**src/rtl/updown_cnt_if.sv**
```systemverilog
`default_nettype none
// ============================================================================
// Module   : updown_cnt_if
// Purpose  : Control/status bundle for updown_cnt_param.
//            master : drives load/in/en/dir/max/ovf_clr, observes out/tc/wrap_p/ovf
//            slave  : the counter itself
// Ports    : load, in[WIDTH], en, dir, max[WIDTH], ovf_clr  (master -> slave)
//            out[WIDTH], tc, wrap_p, ovf                  (slave -> master)
// Revision : 1.0 - initial release
// ============================================================================
interface updown_cnt_if #(
  parameter int WIDTH = 8
);
  logic             load;
  logic [WIDTH-1:0] in;
  logic             en;
  logic             dir;
  logic [WIDTH-1:0] max;
  logic             ovf_clr;
  logic [WIDTH-1:0] out;
  logic             tc;
  logic             wrap_p;
  logic             ovf;

  modport master (
    output load, in, en, dir, max, ovf_clr,
    input  out, tc, wrap_p, ovf
  );

  modport slave (
    input  load, in, en, dir, max, ovf_clr,
    output out, tc, wrap_p, ovf
  );
endinterface
`default_nettype wire

```
**src/rtl/updown_cnt_param.sv**
```systemverilog
`default_nettype none
// ============================================================================
// Module   : updown_cnt_param
// Purpose  : Parametrised up/down counter with parallel load, runtime upper
//            limit, wrap or saturate behaviour at the limits, terminal-count
//            flag, one-cycle limit-event pulse and sticky overflow flag.
// Params   : WIDTH    - counter / limit width (>= 2)
//            MODE_SAT - 0: wrap at limits, 1: hold at limits
// Ports    : clk  - rising-edge clock
//            rst  - asynchronous reset, active-low
//            bus  - updown_cnt_if slave modport (load/in/en/dir/max/ovf_clr
//                   in, out/tc/wrap_p/ovf out)
// Revision : 1.0 - initial release
// ============================================================================
module updown_cnt_param #(
  parameter int WIDTH    = 8,
  parameter bit MODE_SAT = 1'b0
) (
  input  logic         clk,
  input  logic         rst,
  updown_cnt_if.slave  bus
);

  localparam logic [WIDTH-1:0] c_zero = '0;
  localparam logic [WIDTH-1:0] c_one  = WIDTH'(1);

  // Registered state
  logic [WIDTH-1:0] r_out;
  logic             r_wrap_p;
  logic             r_ovf;

  // Combinational next-state
  logic [WIDTH-1:0] w_next;
  logic             w_event;
  logic             w_at_max;
  logic             w_at_zero;
  logic             w_above_max;

  assign w_at_max    = (r_out == bus.max);
  assign w_at_zero   = (r_out == c_zero);
  // max may be lowered below the current value at runtime
  assign w_above_max = (r_out > bus.max);

  always_comb begin
    w_next  = r_out;
    w_event = 1'b0;
    if (bus.load) begin
      // Loads are clamped into range and never count as an event
      w_next = (bus.in > bus.max) ? bus.max : bus.in;
    end else if (bus.en) begin
      if (w_above_max) begin
        // Pull back into range regardless of direction
        w_next  = bus.max;
        w_event = 1'b1;
      end else if (bus.dir) begin
        if (w_at_max) begin
          w_event = 1'b1;
          w_next  = MODE_SAT ? bus.max : c_zero;
        end else begin
          w_next = r_out + c_one;
        end
      end else begin
        if (w_at_zero) begin
          w_event = 1'b1;
          w_next  = MODE_SAT ? c_zero : bus.max;
        end else begin
          w_next = r_out - c_one;
        end
      end
    end
  end

  always_ff @(posedge clk or negedge rst) begin
    if (!rst) begin
      r_out    <= c_zero;
      r_wrap_p <= 1'b0;
      r_ovf    <= 1'b0;
    end else begin
      r_out    <= w_next;
      r_wrap_p <= w_event;
      // A new event outranks a clear on the same edge
      if (w_event) begin
        r_ovf <= 1'b1;
      end else if (bus.ovf_clr) begin
        r_ovf <= 1'b0;
      end
    end
  end

  assign bus.out    = r_out;
  assign bus.wrap_p = r_wrap_p;
  assign bus.ovf    = r_ovf;
  // Flags that the next enabled count in the current direction hits a limit
  assign bus.tc     = (bus.dir & w_at_max) | (~bus.dir & w_at_zero);

endmodule
`default_nettype wire
```
**src/flat_wrapper.sv**
```systemverilog
// flat-port wrapper written by rule: the top's interface ports become plain ports
module updown_cnt_param_flat 
#(
  parameter int WIDTH    = 8,
  parameter bit MODE_SAT = 1'b0
)
  (clk, rst, bus_load, bus_in, bus_en, bus_dir, bus_max, bus_ovf_clr, bus_out, bus_tc, bus_wrap_p, bus_ovf);
  updown_cnt_if #(.WIDTH(WIDTH)) bus_i ();
  input  logic clk;
  input  logic rst;
  input wire logic [$bits(bus_i.load)-1:0] bus_load;
  input wire logic [$bits(bus_i.in)-1:0] bus_in;
  input wire logic [$bits(bus_i.en)-1:0] bus_en;
  input wire logic [$bits(bus_i.dir)-1:0] bus_dir;
  input wire logic [$bits(bus_i.max)-1:0] bus_max;
  input wire logic [$bits(bus_i.ovf_clr)-1:0] bus_ovf_clr;
  output wire logic [$bits(bus_i.out)-1:0] bus_out;
  output wire logic [$bits(bus_i.tc)-1:0] bus_tc;
  output wire logic [$bits(bus_i.wrap_p)-1:0] bus_wrap_p;
  output wire logic [$bits(bus_i.ovf)-1:0] bus_ovf;
  assign bus_i.load = bus_load;
  assign bus_i.in = bus_in;
  assign bus_i.en = bus_en;
  assign bus_i.dir = bus_dir;
  assign bus_i.max = bus_max;
  assign bus_i.ovf_clr = bus_ovf_clr;
  assign bus_out = bus_i.out;
  assign bus_tc = bus_i.tc;
  assign bus_wrap_p = bus_i.wrap_p;
  assign bus_ovf = bus_i.ovf;
  updown_cnt_param #(.WIDTH(WIDTH), .MODE_SAT(MODE_SAT)) u_core (.clk(clk), .rst(rst), .bus(bus_i));
endmodule
```
**config.mk**
```make
export PLATFORM = sky130hd
export DESIGN_NAME = updown_cnt_param_flat
export DESIGN_NICKNAME = d
export VERILOG_FILES = /design/src/rtl/updown_cnt_if.sv /design/src/rtl/updown_cnt_param.sv /design/src/flat_wrapper.sv
export SDC_FILE = /design/constraint.sdc
export NUM_CORES = 1
export LEC_CHECK = 0
export ABC_AREA = 1
export BUFFER_PORTS_ARGS = -buffer_cell sky130_fd_sc_hd__buf_2
export CAP_MARGIN = 5
export CORE_AREA = 5 5 60 62
export CTS_CLUSTER_DIAMETER = 50
export DETAILED_ROUTE_END_ITERATION = 6
export DIE_AREA = 0 0 65 67
export HOLD_SLACK_MARGIN = 0.06
export PLACE_DENSITY_LB_ADDON = 0.1
export SLEW_MARGIN = 20
export SYNTH_ARGS = -nofsm -noshare
export SYNTH_HDL_FRONTEND = slang
export SYNTH_SLANG_ARGS = --single-unit
```
**constraint.sdc**
```tcl
create_clock -name clk -period 3.1 [get_ports clk]
set_input_delay 0.465 -clock clk [delete_from_list [all_inputs] [get_ports clk]]
set_output_delay 0.465 -clock clk [all_outputs]
set_load 0.02 [all_outputs]
```
==> results of run 1 <==
==> critical path, delay by kind of cell (launching register included) <==
family	cells	cell delay (ps)
buf+inv	2	200
simple gates	5	590
flops	1	500
fa+ha+maj	1	350
==> stage by stage <==
step           instances  utilization (%)  power, W  hold slack (ps)
2_1_floorplan        269                -  0.000564              169
3_3_place_gp         330             59.3  0.000679              339
3_5_place_dp         330             59.3  0.000682              345
4_1_cts              333             60.1  0.000771             65.1
5_1_grt              333             60.1  0.000859             63.9
6_report             333             60.1  0.000771             52.9
==> kinds of logic after synthesis <==
family	share of synthesized area [%]
and+or+nand+nor	49.5
xor gates and xnor gates	1.64
buffers and inverters	9.55
AOI/OAI and AO/OA	8.77
adders and majority gates	14.9
DFF	15.7
==> cell usage after synthesis (4+ instances only) <==
cell,instances
nand2_1,113
inv_2,4
inv_1,28
o21ai_1,4
nand3_1,26
a21oi_1,7
nand2_2,7
o21ai_0,5
nor2_1,17
ha_1,19
dfrtp_1,10
==> sequential cells by signal (all words and copies together) (netlist names) <==
register           flops
u_core.bus.out         8
u_core.bus.ovf         1
u_core.bus.wrap_p      1
==> final cells by class <==
cell class                      count  area (sq um)  area share [%]
Multi-Input combinational cell    223          1190            66.8
Sequential cell                    10           250            14.0
Inverter                           32           120            6.71
Tap cell                           33          41.3            2.31
Clock buffer                        3          22.5            1.26
Timing Repair Buffer               32           160            8.95
==> layer usage <==
layer,track usage [%],wire [um],up-vias
met5,0,0,-
met4,3.69,29,0
met3,1.69,160,4
met2,39.0,2030,48
met1,26.9,1970,782
li1,-,-,923
==> final timing paths <==
path                                          end         startpoint
max in group asynchronous       u_core.bus.out[4]                rst
worst min-delay path            u_core.bus.out[7]                rst
min in group clk                   u_core.bus.ovf        bus_ovf_clr
worst min register to register     u_core.bus.ovf     u_core.bus.ovf
worst max-delay path                       bus_tc  u_core.bus.out[5]
worst max register to register  u_core.bus.out[6]  u_core.bus.out[5]
==> power by group through the flow <==
stage / clock network, W / logic, W / registers [W]
detailed placement: 0 / 0.000468 / 0.000214
floorplan: 0 / 0.000337 / 0.000226
finish: 0.0000891 / 0.000470 / 0.000212
global placement: 0 / 0.000464 / 0.000215
global route: 0.0000989 / 0.000541 / 0.000219
CTS: 0.0000894 / 0.000470 / 0.000212
==> summary.txt, run 1 <==
Run status
  – Run status: finished, final reports clean

Place
  – Port bufs: 32
  – DPL Wire Length: 3440 um
  – GPL Wtd Cong: 0.875
  – Post-place instance area: 1770 sq um
  – Post-place setup slack: 848 ps

Worst setup path
  – Worst setup EP type: primary output
  – Startpoint Class: register
  – Worst R2R Setup Slack: 960 ps
  – Slowest CP cell: dfrtp_1
  – Critical path cell sequence: ha_1 -> nand2_1 -> nor2_1 -> nand2_2 -> nand2_1 -> nand2_1 -> inv_1 -> buf_2
  – Crit-path max FO: 10
  – Crit Path Category: register to primary output
  – Most used cell, CP: nand2_1
  – WP data required: roughly 2600 ps
  – CP arrival: 1920 ps
  – Slowest stage delay, CP: 500 ps
  – R2R cell count: 11

Pwr
  – Peak supply drop: 0.168 mV
  – Total internal power: 0.000367 W
  – P_sw: 0.000404 W
  – Pleak: 1.08 nW
  – Seq pwr share: between 20 and 30%
  – Switch share: 52.4%
  – Pwr Density: 431 nW/um^2
  – Combinational Power Share: 60.9%
  – Part of the power in the clock network: 11.5%

Synth
  – Number of synthesized flops with an enable pin: 0
  – Sequential share of the synthesized area: 15.7%
  – Yosys cell types: 27
  – Synthesized area per cell: 5.94 sq um
  – Post-synth top area cell: nand2_1
  – Share of flip-flops with an asynchronous set or reset: 100%
  – Synth Flop Type: dfrtp_1
  – Seq cells post-synth: 10
  – Syn_nets: 310
  – Synthesized instance count: 269
  – Area share of the largest cell type after synthesis: a little over a quarter
  – Synth warn: 0
  – Synth Cell Area: 1600 sq um
  – Synth area leaders: nand2_1, dfrtp_1, ha_1

Route
  – Via count: 1757
  – Detail Route Antenna Nets: 0
  – Per-cell routed wire length: approximately 13 um
  – Initial DRC count: about 120
  – Drc violations: 0
  – Initial DRT Pass Iterations: 4
  – Drt total wl: 4200 um
  – Vias per cell: approximately 5.3

Timing
  – Worst slew pin tran: roughly 640 ps
  – RSZ-0062 raised after global routing: no
  – Worst setup margin: 710 ps
  – Slew margin rel.: 57.3%
  – Tcrit/Tclk final: 77.1%
  – Final Hold Fails: 0
  – Final min period: 2390 ps
  – Skew final: 4.07 ps
  – Final setup viols: 0
  – FMAX: about 0.42 GHz
  – Slew Viols, Final: 0
  – Setup TNS: 0 ps

Die
  – Die Wd: 65 um
  – Core ar.: 2980 sq um
  – Height of the chip: approximately 67 um
  – Rows: 20
  – Die area: 4360 sq um
  – IO Count: 33
  – Initial Util: a little over half

Worst hold path
  – Worst Hold Class: input pin to async pin

Global routing
  – Antenna violations before repair: 0
  – Largest net degree at the start of global routing: 12
  – Grt total ovfl: 0
  – First-pass GRT wire length: 7370 um
  – Vias in the first global route: 1708
  – All-Layer GR Usage: 21.1%

Layout
  – Commonest non-fill, non-tap cell in the layout: nand2_1
  – Area Growth Syn to Fin: 12.0%
  – Fill cells: 312
  – Cell area after layout: about 1800 sq um
  – Most frequent cells in the layout: nand2_1, buf_2, inv_1, nand3_1, ha_1
  – Diodes inserted: 0
  – Layout cells sized above 1: a little under a fifth
  – Nets: between 300 and 400

Clocking
  – Sink Count: 10
  – CTS buffer count: 3
  – Post_cts resized: 0
  – Clock-pin slew of the registers on the worst-case setup and hold paths: 70 ps
  – Longest Clk Path Bufs: 2
  – H-tree depth: 1
  – Setup bufs post-CTS: 0
  – CTS tree: yes
  – Clock root cell: clkbuf_4
  – Hold_buf cts: 0
  – Clock Latency Late Sink: 260 ps

Run
  – Max-cap violation count: 0
Power figures use the tool's default switching activity.
==> run 2: changes to the inputs <==
- clock period: 3.1 -> 2.3 ns (I/O delays scaled with it)
==> run 2 against run 1 <==
  * Clock skew is essentially flat
  * Setup slack worse by 590 ps
  * Global-route usage is 0.31 points lower
  * Final cell count up 3.3%
  * Final area increased by 5.3%
  * Routed wire length grew 2.0%
  * Non-clock buffer count increased by 10
  * Sequential power grew 13%
  * Die area stayed put
  * Clock power rose by 91%
  * Largest cell class unchanged
  * Largest power group unchanged
==> summary.txt, run 2 (synthesized netlist as in run 1, its figures left out) <==
Worst setup path
  – WP data required: 1960 ps (-670 ps)
  – Startpoint Class: register
  – Crit-path max FO: 7 (-3)
  – FF-to-FF End: u_core.bus.out[7]
  – CP arrival: 1830 ps (-90 ps)
  – Critical register-to-register path startpoint: u_core.bus.out[0]
  – Crit Path Category: register to primary output
  – R2R cell count: 12 (+1)
  – Worst setup EP type: primary output
  – Worst R2R Setup Slack: 290 ps (-670 ps)

Clocking
  – Clock root cell: clkbuf_4
  – CTS tree: yes
  – H-tree depth: 1 (unchanged)
  – Clock Latency Late Sink: 270 ps (about the same)
  – Sink Count: 10 (unchanged)
  – Longest Clk Path Bufs: 2 (unchanged)
  – Clock-pin slew of the registers on the worst-case setup and hold paths: 80 ps (about the same)
  – CTS buffer count: 3 (unchanged)

Timing
  – Slew Viols, Final: 0 (unchanged)
  – Worst slew pin tran: 683 ps (+44.2 ps)
  – Slew margin rel.: 54.3% (-3.0 points)
  – Skew final: 3.96 ps (-0.112 ps)
  – Final setup viols: 0 (unchanged)
  – FMAX: roughly 0.46 GHz
  – Tcrit/Tclk final: 94.8%
  – Worst setup margin: 120 ps (-590 ps)
  – Final Hold Fails: 0 (unchanged)
  – Setup TNS: 0 ps (unchanged)
  – RSZ-0062 raised after global routing: no
  – Final min period: 2180 ps

Route
  – Drc violations: 0 (unchanged)
  – Initial DRC count: 108 (-8.5%)
  – Per-cell routed wire length: 12.4 um (-1.3%)
  – Detail Route Antenna Nets: 0 (unchanged)
  – Vias per cell: 5.17 (-2.1%)
  – Drt total wl: 4280 um (+2.0%)
  – Via count: 1777 (+1.1%)
  – Initial DRT Pass Iterations: 5 (+1)

Place
  – Post-place instance area: 1820 sq um (+3.0%)
  – Port bufs: 32 (unchanged)
  – DPL Wire Length: 3560 um (+3.4%)
  – Post-place setup slack: 215 ps (-633 ps)
  – GPL Wtd Cong: 0.895 (+2.3%)

Global routing
  – Met1 Track Usage GR: 26.2% (-0.62 points)
  – Grt total ovfl: 0 (unchanged)
  – Antenna violations before repair: 0 (unchanged)
  – First-pass GRT wire length: 7160 um (-2.8%)
  – Largest net degree at the start of global routing: 12 (unchanged)
  – All-Layer GR Usage: 20.8% (-0.31 points)
  – GRT Max-Usage Layer: met2
  – Vias in the first global route: 1667 (-2.4%)
  – Met3 Use GR: 1.01% (-0.67 points)
  – Met2 Use GR: 37.8% (-1.1 points)

Layout
  – Most frequent cells in the layout: nand2_1, buf_2, inv_1, nand3_1, ha_1
  – Commonest non-fill, non-tap cell in the layout: nand2_1
  – Fill cells: 294 (-5.8%)
  – Largest register FFs: 8 (unchanged)
  – Final core utilization: 63.3% (+3.2 points)
  – Nets: 353 (+2.9%)
  – Area Growth Syn to Fin: 17.9%
  – Layout cells sized above 1: 21.9% (+3.2 points)
  – Diodes inserted: 0 (unchanged)
  – Cell area after layout: 1880 sq um (+5.3%)

Pwr
  – Power Total: 0.00113 W (+46%)
  – Part of the power in the clock network: 15.0% (+3.5 points)
  – Pwr Density: 598 nW/um^2 (+39%)
  – Total internal power: 0.000562 W (+53%)
  – Pleak: 1.13 nW (+4.8%)
  – Peak supply drop: 0.238 mV (+42%)
  – Seq pwr share: 21.3% (-6.2 points)
  – Combinational Power Share: 63.7% (+2.8 points)
  – P_sw: 0.000565 W (+40%)
  – Switch share: 50.1% (-2.3 points)

Run status
  – Run status: finished, final reports clean

Worst hold path
  – Worst Hold Class: input pin to register
  – Hold wc startpoint: bus_ovf_clr
  – Worst hold stages: 2
  – Worst hold endpoint: u_core.bus.ovf

Die
  – IO Count: 33 (unchanged)
  – Initial Util: 53.7% (unchanged)
  – Rows: 20 (unchanged)
  – Die Wd: 65 um (unchanged)
  – Height of the chip: 67 um (unchanged)
  – Core ar.: 2980 sq um (unchanged)
  – Die area: 4360 sq um (unchanged)

Run
  – Max-cap violation count: 0 (unchanged)
[run 2: cell types whose count changed in the layout (fill, tap and decap cells not counted), sizes merged]
| cell | previous run | this run |
|---|---|---|
| dlygate4sd3 | 0 | 1 |
| clkbuf | 3 | 4 |
| buf | 32 | 41 |
[run 2: final cells by class]
cell class	instances	area, sq um	share of cell area [%]
tap	33	41.3	2.19
multi-input combinational	223	1200	63.5
timing repair buffer	42	238	12.6
inverter	32	120	6.37
sequential	10	251	13.3
clock buffer	4	36.3	1.93
[run 2: how the worst max path moves through the flow]
stage / startpoint / endpoint / slack, ps / cells past startpoint
2_1_floorplan: u_core.bus.out[0] / bus_tc / 450 / 8
3_3_place_gp: bus_max[7] / u_core.bus.out[7] / 250 / 13
3_5_place_dp: bus_max[7] / u_core.bus.out[7] / 220 / 13
4_1_cts: u_core.bus.out[6] / bus_tc / 90 / 8
5_1_grt: u_core.bus.out[1] / bus_tc / 0.5 / 10
6_report: u_core.bus.out[0] / bus_tc / 120 / 9
[run 2: per-layer routing]
metal	part of all wire, %	vias up
li1	-	943
met5	0	-
met2	47	53
met1	47	772
met3	4.8	9
met4	2.1	0
[run 2: repair_timing]
item | CTS | global route
buffers inserted | 0 | 2
setup endpoints to repair | 0 | 2
hold buffers | 1 | 0
resized for setup | 0 | 2
endpoints found under the hold margin | 10 | 0
[run 2: power by group through the flow]
stage	clock network [W]	registers (W)	logic [W]
final	0.000170	0.000240	0.000718
after detailed placement	0	0.000242	0.000708
after floorplan	0	0.000305	0.000455
after CTS	0.000170	0.000239	0.000713
after global routing	0.000177	0.000245	0.000812
after global placement	0	0.000241	0.000708
[run 2: metrics by stage]
step	hold slack [ps]	cells
2_1_floorplan	49.4	269
3_3_place_gp	236	337
3_5_place_dp	234	337
4_1_cts	287	342
5_1_grt	291	344
6_report	276	344
[run 2: worst max-delay path: stages, from the launching register on]
cell and delay [ps]:
dfrtp_2 440, inv_1 190, ha_1 200, nand2_1 130, nor2_8 210, nor2_4 60, inv_2 60, nand2_1 60
inv_1 60, buf_2 150
